### config.mk
export PLATFORM = sky130hd
export DESIGN_NAME = fetch_ctrl_flat
export DESIGN_NICKNAME = d
export VERILOG_FILES = /design/src/rtl/cpu_pkg.sv /design/src/rtl/fetch_ctrl_if.sv /design/src/rtl/fetch_queue.sv /design/src/rtl/fetch_ctrl.sv /design/src/flat_wrapper.sv
export SDC_FILE = /design/constraint.sdc
export NUM_CORES = 1
export LEC_CHECK = 0
export CORE_ASPECT_RATIO = 1.25
export CORE_MARGIN = 1.5
export CORE_UTILIZATION = 52
export CTS_CLUSTER_DIAMETER = 200
export CTS_CLUSTER_SIZE = 25
export DETAILED_ROUTE_END_ITERATION = 10
export PLACE_DENSITY = 0.8
export SETUP_SLACK_MARGIN = 0.02
export SYNTH_ARGS = -nofsm -noshare
export SYNTH_HDL_FRONTEND = slang
export SYNTH_SLANG_ARGS = --single-unit
### constraint.sdc
create_clock -name clk -period 5.6 [get_ports clk]
set_input_delay 1.4 -clock clk [delete_from_list [all_inputs] [get_ports clk]]
set_output_delay 1.4 -clock clk [all_outputs]
set_load 0.02 [all_outputs]
### src/rtl/cpu_pkg.sv
// Shared core types and constants used by the instruction fetch unit.
package cpu_pkg;
   localparam int XLEN   = 32;
   localparam int INST_W = 32;
   localparam logic [XLEN-1:0] RESET_PC = 32'h0000_0000;

   typedef enum logic [1:0] {
      FS_IDLE,
      FS_REQ,
      FS_WAIT
   } fetch_state_e;

   typedef struct packed {
      logic [XLEN-1:0]   pc;
      logic [INST_W-1:0] inst;
   } fq_entry_t;
endpackage

### src/rtl/fetch_ctrl_if.sv
// Fetch unit bus: imem request/response, decode-side queue head, execute redirect.
interface fetch_ctrl_if;
   import cpu_pkg::*;

   logic              imem_req_valid;
   logic [XLEN-1:0]   imem_req_addr;
   logic              imem_req_ready;
   logic              imem_rsp_valid;
   logic [INST_W-1:0] imem_rsp_data;
   logic              inst_valid;
   logic [INST_W-1:0] inst_data;
   logic [XLEN-1:0]   inst_pc;
   logic              inst_ready;
   logic              redirect_valid;
   logic [XLEN-1:0]   redirect_pc;

   modport master (
      output imem_req_valid, imem_req_addr,
      input  imem_req_ready, imem_rsp_valid, imem_rsp_data,
      output inst_valid, inst_data, inst_pc,
      input  inst_ready, redirect_valid, redirect_pc
   );

   modport slave (
      input  imem_req_valid, imem_req_addr,
      output imem_req_ready, imem_rsp_valid, imem_rsp_data,
      input  inst_valid, inst_data, inst_pc,
      output inst_ready, redirect_valid, redirect_pc
   );
endinterface

### src/rtl/fetch_queue.sv
// Two-entry instruction FIFO of {pc, inst}; head always sits in entry 0.
module fetch_queue
   import cpu_pkg::*;
(
   input  logic      clk,
   input  logic      reset,
   input  logic      push_i,
   input  fq_entry_t push_entry_i,
   input  logic      pop_i,
   input  logic      flush_i,
   output logic [1:0] count_o,
   output fq_entry_t head_o
);

   fq_entry_t  ent_q [2];
   logic [1:0] count_q;
   logic       pop_eff;
   logic       push_eff;
   logic [1:0] wr_idx;

   assign pop_eff  = pop_i && (count_q != 2'd0);
   assign wr_idx   = count_q - {1'b0, pop_eff};
   assign push_eff = push_i && (wr_idx != 2'd2);

   always_ff @(posedge clk) begin
      if (reset) begin
         count_q  <= 2'd0;
         ent_q[0] <= '0;
         ent_q[1] <= '0;
      end else if (flush_i) begin
         count_q <= 2'd0;
      end else begin
         // Shift on pop; a same-cycle push lands after the shift.
         if (pop_eff) ent_q[0] <= ent_q[1];
         if (push_eff) ent_q[wr_idx[0]] <= push_entry_i;
         count_q <= count_q + {1'b0, push_eff} - {1'b0, pop_eff};
      end
   end

   assign count_o = count_q;
   assign head_o  = ent_q[0];

endmodule

### src/rtl/fetch_ctrl.sv
// Fetch sequencer: owns the pc, issues one imem request at a time, queues words for decode.
//   state   | meaning
//   FS_IDLE | no request in flight; waits for queue space (or a stale response after reset)
//   FS_REQ  | imem_req_valid high at pc, waiting for imem_req_ready
//   FS_WAIT | one request outstanding, waiting for imem_rsp_valid
module fetch_ctrl
   import cpu_pkg::*;
#(
   parameter logic [XLEN-1:0] RESET_PC  = cpu_pkg::RESET_PC,
   parameter int              BUF_DEPTH = 2
) (
   input logic           clk,
   input logic           reset,
   fetch_ctrl_if.master  bus
);

   fetch_state_e    state_q;
   logic            req_valid_q;
   logic            drop_q;
   logic [XLEN-1:0] pc_q;
   logic [XLEN-1:0] fa_q;

   logic [1:0]      count;
   fq_entry_t       head;
   fq_entry_t       rsp_entry;
   logic            req_fire;
   logic            pop;
   logic            push;
   logic [2:0]      count_d;
   logic            space;
   logic            drop_keep;
   logic            drop_rst;
   logic [XLEN-1:0] redir_tgt;

   assign req_fire  = req_valid_q && bus.imem_req_ready;
   assign pop       = (count != 2'd0) && bus.inst_ready;
   assign push      = (state_q == FS_WAIT) && bus.imem_rsp_valid && !drop_q && !bus.redirect_valid;
   assign count_d   = {1'b0, count} + {2'b0, push} - {2'b0, pop};
   assign space     = count_d < 3'(BUF_DEPTH);
   // A request is still owed a response if one is pending and not arriving now, or one is accepted now.
   assign drop_keep = ((state_q == FS_WAIT || drop_q) && !bus.imem_rsp_valid) || req_fire;
   assign drop_rst  = ((state_q == FS_WAIT) && !bus.imem_rsp_valid) || req_fire;
   assign redir_tgt = bus.redirect_pc & ~32'h3;
   assign rsp_entry = '{pc: fa_q, inst: bus.imem_rsp_data};

   always_ff @(posedge clk) begin
      if (reset) begin
         state_q     <= FS_IDLE;
         req_valid_q <= 1'b0;
         pc_q        <= RESET_PC;
         fa_q        <= RESET_PC;
         drop_q      <= drop_rst;
      end else if (bus.redirect_valid) begin
         pc_q        <= redir_tgt;
         drop_q      <= drop_keep;
         state_q     <= drop_keep ? FS_WAIT : FS_REQ;
         req_valid_q <= !drop_keep;
      end else begin
         case (state_q)
            FS_IDLE: begin
               if (drop_q) begin
                  // Stale response from before reset must drain before the next request.
                  if (bus.imem_rsp_valid) begin
                     drop_q      <= 1'b0;
                     state_q     <= space ? FS_REQ : FS_IDLE;
                     req_valid_q <= space;
                  end else begin
                     state_q <= FS_WAIT;
                  end
               end else if (space) begin
                  state_q     <= FS_REQ;
                  req_valid_q <= 1'b1;
               end
            end
            FS_REQ: begin
               if (bus.imem_req_ready) begin
                  state_q     <= FS_WAIT;
                  req_valid_q <= 1'b0;
                  fa_q        <= pc_q;
                  pc_q        <= pc_q + 32'd4;
               end
            end
            FS_WAIT: begin
               if (bus.imem_rsp_valid) begin
                  drop_q      <= 1'b0;
                  state_q     <= space ? FS_REQ : FS_IDLE;
                  req_valid_q <= space;
               end
            end
            default: begin
               state_q     <= FS_IDLE;
               req_valid_q <= 1'b0;
            end
         endcase
      end
   end

   fetch_queue u_queue (
      .clk          (clk),
      .reset        (reset),
      .push_i       (push),
      .push_entry_i (rsp_entry),
      .pop_i        (pop),
      .flush_i      (bus.redirect_valid),
      .count_o      (count),
      .head_o       (head)
   );

   assign bus.imem_req_valid = req_valid_q;
   assign bus.imem_req_addr  = pc_q;
   assign bus.inst_valid     = (count != 2'd0);
   assign bus.inst_data      = head.inst;
   assign bus.inst_pc        = head.pc;

endmodule

### src/flat_wrapper.sv
// flat-port wrapper written by rule: the top's interface ports become plain ports
module fetch_ctrl_flat import cpu_pkg::*;
#(
   parameter logic [XLEN-1:0] RESET_PC  = cpu_pkg::RESET_PC,
   parameter int              BUF_DEPTH = 2
)
  (clk, reset, bus_imem_req_valid, bus_imem_req_addr, bus_imem_req_ready, bus_imem_rsp_valid, bus_imem_rsp_data, bus_inst_valid, bus_inst_data, bus_inst_pc, bus_inst_ready, bus_redirect_valid, bus_redirect_pc);
  fetch_ctrl_if bus_i ();
  input logic clk;
  input logic reset;
  output wire logic [$bits(bus_i.imem_req_valid)-1:0] bus_imem_req_valid;
  output wire logic [$bits(bus_i.imem_req_addr)-1:0] bus_imem_req_addr;
  input wire logic [$bits(bus_i.imem_req_ready)-1:0] bus_imem_req_ready;
  input wire logic [$bits(bus_i.imem_rsp_valid)-1:0] bus_imem_rsp_valid;
  input wire logic [$bits(bus_i.imem_rsp_data)-1:0] bus_imem_rsp_data;
  output wire logic [$bits(bus_i.inst_valid)-1:0] bus_inst_valid;
  output wire logic [$bits(bus_i.inst_data)-1:0] bus_inst_data;
  output wire logic [$bits(bus_i.inst_pc)-1:0] bus_inst_pc;
  input wire logic [$bits(bus_i.inst_ready)-1:0] bus_inst_ready;
  input wire logic [$bits(bus_i.redirect_valid)-1:0] bus_redirect_valid;
  input wire logic [$bits(bus_i.redirect_pc)-1:0] bus_redirect_pc;
  assign bus_imem_req_valid = bus_i.imem_req_valid;
  assign bus_imem_req_addr = bus_i.imem_req_addr;
  assign bus_i.imem_req_ready = bus_imem_req_ready;
  assign bus_i.imem_rsp_valid = bus_imem_rsp_valid;
  assign bus_i.imem_rsp_data = bus_imem_rsp_data;
  assign bus_inst_valid = bus_i.inst_valid;
  assign bus_inst_data = bus_i.inst_data;
  assign bus_inst_pc = bus_i.inst_pc;
  assign bus_i.inst_ready = bus_inst_ready;
  assign bus_i.redirect_valid = bus_redirect_valid;
  assign bus_i.redirect_pc = bus_redirect_pc;
  fetch_ctrl #(.RESET_PC(RESET_PC), .BUF_DEPTH(BUF_DEPTH)) u_core (.clk(clk), .reset(reset), .bus(bus_i));
endmodule
==> results of run 1 <==
-- area by class of cell --
cell class,instances,share of cell area (%)
sequential,190,45.5
multi-input combinational,509,28.7
timing repair buffer,171,15.2
clock buffer,17,3.83
tap,220,2.48
inverter,72,2.43
clock inverter,15,1.87
-- cells by family (layout without fill, tap and decap cells) --
family                     Yosys count  count (layout)  synth area share, %
adders and majority gates            5               5                0.795
buffers and inverters              144             275                 7.07
muxes                               64              64                 7.29
and+or+nand+nor                    320             320                 18.1
other                                1               4               0.0425
DFF                                190             190                 57.3
AOI/OAI and AO/OA                  103             103                 8.04
xor gates and xnor gates            13              13                 1.29
-- critical path: cells and delay by family --
kind,cells,cell delay [ns]
simple gates,3,1.04
buf+inv,3,1.31
-- placed cells by master, fill, tap and decap left out, drive strengths merged, types with 3 or more instances in the layout --
cell             n
o31ai            9
nand2b           5
nand3           11
edfxtp         125
nor3             5
or4             11
clkbuf          17
dfxtp           65
nor4            68
nor3b            3
inv             76
a21oi           39
nor2            37
nand2          141
conb             4
ha               4
xnor2            7
nand4           11
or3              6
o41a             7
buf             11
and2             4
a311oi          10
clkdlybuf4s50  160
mux2i           62
a2111oi          6
o21ai            9
and4             5
a211oi           8
nor2b            7
clkinvlp         5
xor2             6
bufinv           4
-- per-layer routing --
layer  global-route usage (%)  share of wire (%)
met1                     29.1                 43
met2                     36.3                 50
met3                     4.06                5.4
met4                     6.01               0.97
met5                        0                  0
-- report_power, final --
group          internal, W  switching (W)  leakage (nW)
Combinational     0.000146       0.000168          2.05
Sequential         0.00155      0.0000487          1.83
Clock             0.000753       0.000532         0.293
-- registers in the layout (all words and copies together), names as in the netlist --
name / flops
u_core.state_q: 2
u_core.bus.imem_req_addr: 30
u_core.fa_q: 30
u_core.bus.imem_req_valid: 1
u_core.u_queue.ent_q: 124
u_core.drop_q: 1
u_core.u_queue.count_o: 2
-- stage by stage --
stage	setup slack, ns	hold slack, ns
finish	1.94	0.455
global placement	1.50	0.443
floorplan	0.337	0.436
detailed placement	1.48	0.447
global route	1.78	0.478
CTS	1.92	0.457
-- worst max path at each step --
| stage | from | to | cells past startpoint |
|---|---|---|---|
| global route | bus_imem_rsp_valid | u_core.u_queue.ent_q[0][29] | 6 |
| CTS | bus_imem_rsp_valid | u_core.u_queue.ent_q[0][21] | 6 |
| floorplan | bus_inst_ready | u_core.u_queue.ent_q[1][0] | 4 |
| finish | bus_imem_rsp_valid | u_core.u_queue.ent_q[0][21] | 6 |
| detailed placement | bus_imem_rsp_valid | u_core.u_queue.ent_q[0][30] | 6 |
| global placement | bus_imem_rsp_valid | u_core.u_queue.ent_q[0][30] | 6 |
==> metrics.txt, run 1 <==
status=complete, no violations; via count=6,654; # DRC=0; DRT iter0 DRCs=564; CTS tree=built; cell taking the most area after synthesis=edfxtp_1; setup TNS=0 ns; Pwr Density=288 nW/um^2; Placer Congestion=0.806; number of synthesized flops with an enable pin=125; most frequent cell after synthesis=nand2_1; Layout fillers=1,274; multi-input logic area=3190 sq um; type of origin of the critical path=primary input; clk slew on worst S/H paths=0.07 ns; first-pass GRT wire length=30.8 mm; top post-synthesis cells by count=nand2_1 (141), edfxtp_1 (125), inv_1 (72); Routed WL per cell=15.8 um; fraction of registers with async set/reset=0%; Worst Min Path Start=u_core.fa_q[24]; Die Ht=149 um; Slew headroom=24.1%; Syn Area/Cell=10.5 sq um; Seq cells post-synth=190; cts repair resizes=0; slowest CP cell=clkdlybuf4s50_1; Core Util, Final=66.5%; Worst Path Max Fanout=32; data required time of the worst path=5.70 ns; sequential cell area fraction in the yosys report=57.3%; initial antenna violation count=0; TritonCTS Buffers=17; Worst R2R End=u_core.u_queue.ent_q[0][60]; Post-CTS Setup Repair Bufs=0; Slew Viols, Final=0; MaxCap Viol Count=0; final setup fails=0; Max Fclk=0.273 GHz; GR Util All Layers=21.7%; Synth cell types=53; RSZ-0062 raised after global routing=false; Synth top area share=42.6%; Routed WL=18.9 mm; first drt pass iteration count=4; placement-stage cell area=10,500 sq um; CTS Buffer Depth=2; WHS Path Cells=2; Post-Layout Cell Count=1,194; R2R cell count=6; Worst path max stage delay=0.63 ns; Total Die Area=17,800 sq um; Critical R2R Launch=u_core.state_q[0]; design area=11,100 sq um; Area Growth Syn to Fin=26.0%; Routed Antenna Nets=0; Static Leak=4.17 nW; largest net degree at the start of global routing=73; Post-synth top flop=edfxtp_1; vias in the first global route=6,189; Pwr Total=0.00319 W; Gate Count Post-Synth=840; Most common cell on crit path=buf_4; CP arrival=3.76 ns; Fin Clk Skew=0.00899 ns; kind of critical path=primary input to flop; layout cells sized above 1=5.95%; Crit. End Element=flop; placed wire-length estimate=12.2 mm; grt total ovfl=0; ranking of synthesized cells by area=edfxtp_1 (43%), dfxtp_1 (15%), mux2i_1 (7.0%), nand2_1 (6.0%), nor4_1 (4.8%); FP Rows=53; synth warn=0; clock tree sinks=190; final hold vios=0; Port Buffers=161; Post-Syn Area=8820 sq um; Skew-Pair Late Insertion Delay=0.43 ns; Placed Cells=1,162; Reg area=5050 sq um; Worst Max-Slew Pin Slew=1.14 ns; VDD IR-drop max=0.000189 V; initial core utilization=52.8%; Hold Path Sink=u_core.fa_q[24]; die span in x=119 um; Inserted Diodes=0; I/O pin count=168; core footprint=16,700 sq um; worst path cell trace=clkdlybuf4s50_1 -> nand3_2 -> buf_4 -> or4_4 -> nand2_2 -> buf_4; fin crit share=65.4%; Hold Buf Count CTS=0; root buffer cell=clkbuf_16; r2r setup slk=2.76 ns; minimum clock period=3.66 ns; H-tree levels=4; type of the worst min-delay path=flop to flop; nets=1,036; Avg Vias per Cell=5.57
(Power assumes the default switching activity.)
==> inputs of run 2 (changes only) <==
Settings changed: CORE_UTILIZATION 52 to 47, PLACE_DENSITY 0.8 to 0.76.
Clock period 5.6 ns to 3.26 ns, I/O delays scaled along.
==> metrics.txt, run 2 (synthesis gave the netlist of run 1 again) <==
final setup fails=0; Slew Viols, Final=0; first-pass GRT wire length=32.4 mm; initial core utilization=48.4%; Routed Antenna Nets=0; Sequential Power Share=52.2%; type of origin of the critical path=primary input; via count=6,672; Worst Max-Slew Pin Slew=0.774 ns; Area Growth Syn to Fin=26.8%; CTS tree=built; Port Buffers=161; Layout fillers=1,489; Total Die Area=19,600 sq um; grt total ovfl=0; MaxCap Viol Count=0; Static Leak=4.22 nW; TritonCTS Buffers=17; clk slew on worst S/H paths=0.07 ns; Skew-Pair Late Insertion Delay=0.43 ns; largest net degree at the start of global routing=71; RSZ-0062 raised after global routing=false; Inserted Diodes=0; CTS Buffer Depth=2; die span in x=126 um; Reg area=5050 sq um; max reg flops=124; fin crit share=86.2%; root buffer cell=clkbuf_16; H-tree levels=4; first drt pass iteration count=5; Crit. End Element=flop; Worst Path Max Fanout=3; Pwr Density=469 nW/um^2; Avg Vias per Cell=5.49; Logic pwr share=10.6%; core footprint=18,200 sq um; minimum clock period=2.81 ns; Routed WL=19.9 mm; internal power=0.00392 W; Biggest register=u_core.u_queue.ent_q; type of the worst min-delay path=flop to flop; kind of critical path=primary input to flop; CP arrival=3.10 ns; setup TNS=0 ns; cts repair resizes=0; data required time of the worst path=3.55 ns; initial antenna violation count=0; design area=11,200 sq um; DRT iter0 DRCs=410; Routed WL per cell=16.4 um; clock tree sinks=190; layout cells sized above 1=7.19%; GR Util All Layers=20.5%; VDD IR-drop max=0.000366 V; most common cell after layout, fill and taps aside=clkdlybuf4s50_1; vias in the first global route=6,460; FP Rows=55; Die Ht=156 um; Post-CTS Setup Repair Bufs=0; commonest cells after routing, fill and taps aside=clkdlybuf4s50_1 (160), nand2_1 (140), edfxtp_1 (125), inv_1 (72), nor4_1 (68); Hold Buf Count CTS=0; multi-input logic area=3190 sq um; Switch Pwr=0.00133 W; Slew headroom=48.4%; Placer Congestion=0.814; Core Util, Final=61.3%; Max Fclk=0.356 GHz; placed wire-length estimate=13.0 mm; switching share of total power=25.3%; Fin Clk Skew=0.00870 ns; status=complete, no violations; I/O pin count=168; Clock power frac=37.2%; final hold vios=0; # DRC=0; placement-stage cell area=10,600 sq um; nets=1,049
## run 2: changes by cell type in the layout (fill, tap and decap cells not counted)
cell	delta
buf_12	+4
inv_8	+2
clkinv_4	+2
clkinv_2	+1
clkinvlp_2	-1
buf_4	+9
inv_6	+1
clkinvlp_4	-1
bufinv_16	-4
## run 2: critical path, cell delays in order
cell,delay [ns]
clkdlybuf4s50_1,0.46
nor2_1,0.14
nand3_2,0.10
ha_1,0.28
nand2b_1,0.15
fa_1,0.38
xor2_1,0.26
o21ai_0,0.15
a211oi_1,0.25
o32ai_1,0.11
## run 2: stage by stage
step	worst slack [ns]	power, W	instances	hold slack [ns]
after floorplan	0.285	0.00306	843	0.436
after global placement	0.0902	0.00334	1183	0.444
after detailed placement	0.0674	0.00335	1183	0.447
after CTS	0.465	0.00529	1215	0.457
after global routing	0.351	0.00544	1215	0.472
final	0.451	0.00525	1215	0.456
## run 2: area by class of cell
cell class	instances	area share, %
inverters	72	2.42
flip-flops and latches	190	45.2
clock inverters	15	1.15
clock buffers	17	3.80
well taps	228	2.55
repair buffers	184	16.4
multi-input cells	509	28.5
## run 2: layer usage
layer  share of wire, %  GRT usage, %
met1                 43          25.7
met4                1.8          6.98
met3                5.5          3.81
met2                 50          35.7
met5                  0             0
## run 2: final timing paths
kind,startpoint,endpoint,slack (ns),cells past startpoint
max,bus_redirect_valid,u_core.bus.imem_req_valid,0.45,10
min,u_core.fa_q[4],u_core.fa_q[4],0.46,2
max reg2reg,u_core.state_q[1],u_core.bus.imem_req_valid,0.72,9
min reg2reg,u_core.fa_q[4],u_core.fa_q[4],0.46,2
## run 2: power groups by stage
stage / Combinational, W / Clock [W] / Sequential [W]
finish: 0.000557 / 0.00195 / 0.00274
global route: 0.000599 / 0.00209 / 0.00275
floorplan: 0.000219 / 0 / 0.00285
CTS: 0.000561 / 0.00199 / 0.00274
detailed placement: 0.000558 / 0 / 0.00279
global placement: 0.000551 / 0 / 0.00279
==> inputs of run 3 (changes only) <==
Settings changed: CORE_UTILIZATION 47 to 49, CTS_BUF_LIST from default to sky130_fd_sc_hd__clkbuf_8, PLACE_DENSITY 0.76 to 0.83.
==> metrics.txt, run 3 (synthesis gave the netlist of run 1 again) <==
final hold vios=0; VDD IR-drop max=0.000278 V; Worst Setup SP=bus_redirect_valid; data required time of the worst path=3.58 ns; Worst setup endpoint=u_core.bus.imem_req_valid; status=complete, no violations; Total Die Area=18,800 sq um; CP arrival=3.12 ns; Port Buffers=161; Slew Viols, Final=0; cts repair resizes=0; DRT iter0 DRCs=526; Pwr Density=456 nW/um^2; core footprint=17,600 sq um; GR Util All Layers=21.2%; Routed WL=19.8 mm; most common cell after layout, fill and taps aside=clkdlybuf4s50_1; r2r setup slk=0.68 ns; # DRC=0; Routed Antenna Nets=0; Hold Buf Count CTS=0; FP Rows=54; WHS=0.460 ns; Post-Layout Cell Count=1,212; clock tree sinks=190; Area Growth Syn to Fin=25.5%; Biggest register=u_core.u_queue.ent_q; layout cells sized above 1=6.89%; H-tree levels=4; I/O pin count=168; Static Leak=4.17 nW; design area=11,100 sq um; initial antenna violation count=0; Fin Clk Skew=0.0120 ns; Critical R2R Launch=u_core.state_q[0]; grt total ovfl=0; first drt pass iteration count=8; Worst Path Max Fanout=3; type of the worst min-delay path=flop to flop; CTS Buffer Depth=2; setup TNS=0 ns; type of origin of the critical path=primary input; CTS tree=built; Skew-Pair Late Insertion Delay=0.46 ns; Slew headroom=55.8%; Placer Congestion=0.827; vias in the first global route=6,344; final setup fails=0; Max Fclk=0.358 GHz; fin crit share=85.8%; via count=6,704; placement-stage cell area=10,600 sq um; nets=1,049; Crit. End Element=flop; placed wire-length estimate=13.0 mm; die span in x=123 um; minimum clock period=2.80 ns; R2R cell count=9; TritonCTS Buffers=17; clk slew on worst S/H paths=0.09 ns; MaxCap Viol Count=0; Routed WL per cell=16.3 um; first-pass GRT wire length=31.8 mm; RSZ-0062 raised after global routing=false; commonest cells after routing, fill and taps aside=clkdlybuf4s50_1 (160), nand2_1 (140), edfxtp_1 (125), inv_1 (73), nor4_1 (68); Die Ht=153 um; max reg flops=124; worst slack at placement=0.0766 ns; largest net degree at the start of global routing=106; Placed Cells=1,179; Final WS setup=0.464 ns; Layout fillers=1,435; Avg Vias per Cell=5.53; Worst Max-Slew Pin Slew=0.662 ns; Worst R2R End=u_core.bus.imem_req_valid; root buffer cell=clkbuf_8; Post-CTS Setup Repair Bufs=0; kind of critical path=primary input to flop; initial core utilization=50.2%
run 3: cell types whose count changed in the layout (fill, tap and decap cells not counted), moves of 2 or more:
| cell | before | now |
|---|---|---|
| clkbuf_16 | 17 | 0 |
| clkbuf_8 | 0 | 17 |
| bufinv_16 | 0 | 5 |
| inv_6 | 5 | 1 |
| clkinv_1 | 0 | 2 |
| inv_8 | 2 | 0 |
run 3: final cells by class:
class	instances	area (sq um)	share of cell area, %
Inverter	72	270	2.44
Multi-Input combinational cell	509	3190	28.8
Clock inverter	15	219	1.98
Sequential cell	190	5050	45.7
Tap cell	224	280	2.53
Timing Repair Buffer	184	1820	16.4
Antenna cell	1	2.50	0.0226
Clock buffer	17	234	2.11
run 3: report_power, final:
group,switching [W],internal [W]
Clock,0.000838,0.000910
Sequential,0.0000846,0.00265
Combinational,0.000294,0.000262
Total,0.00122,0.00383
run 3: worst max-delay path: stages:
cell and delay, ns:
clkdlybuf4s50_1 0.44, nor2_1 0.15, nand3_2 0.11, ha_1 0.30
nand2b_1 0.16, fa_1 0.38, xor2_1 0.25, o21ai_0 0.12
a211oi_1 0.28, o32ai_1 0.13
run 3: how the worst min path moves through the flow:
| stage | start | to | slack, ns | cells past startpoint |
|---|---|---|---|---|
| after floorplan | u_core.fa_q[10] | u_core.fa_q[10] | 0.44 | 2 |
| after global placement | u_core.fa_q[6] | u_core.fa_q[6] | 0.44 | 2 |
| after detailed placement | u_core.fa_q[7] | u_core.fa_q[7] | 0.45 | 2 |
| after CTS | u_core.fa_q[7] | u_core.fa_q[7] | 0.46 | 2 |
| after global routing | u_core.fa_q[13] | u_core.fa_q[13] | 0.48 | 2 |
| final | u_core.fa_q[7] | u_core.fa_q[7] | 0.46 | 2 |
run 3: metrics by stage:
| stage | power [W] | util (%) |
|---|---|---|
| after detailed placement | 0.00335 | 60.4 |
| after global placement | 0.00334 | 60.4 |
| after global routing | 0.00522 | 63.0 |
| final | 0.00504 | 63.0 |
| after floorplan | 0.00306 | - |
| after CTS | 0.00507 | 63.0 |
run 3: routing by layer:
layer / wire length (um) / vias up / GRT usage [%]
li1: - / 3272 / -
met1: 8710 / 3171 / 28.4
met2: 9660 / 226 / 33.9
met3: 937 / 35 / 4.03
met4: 477 / 0 / 8.32
met5: 0 / - / 0
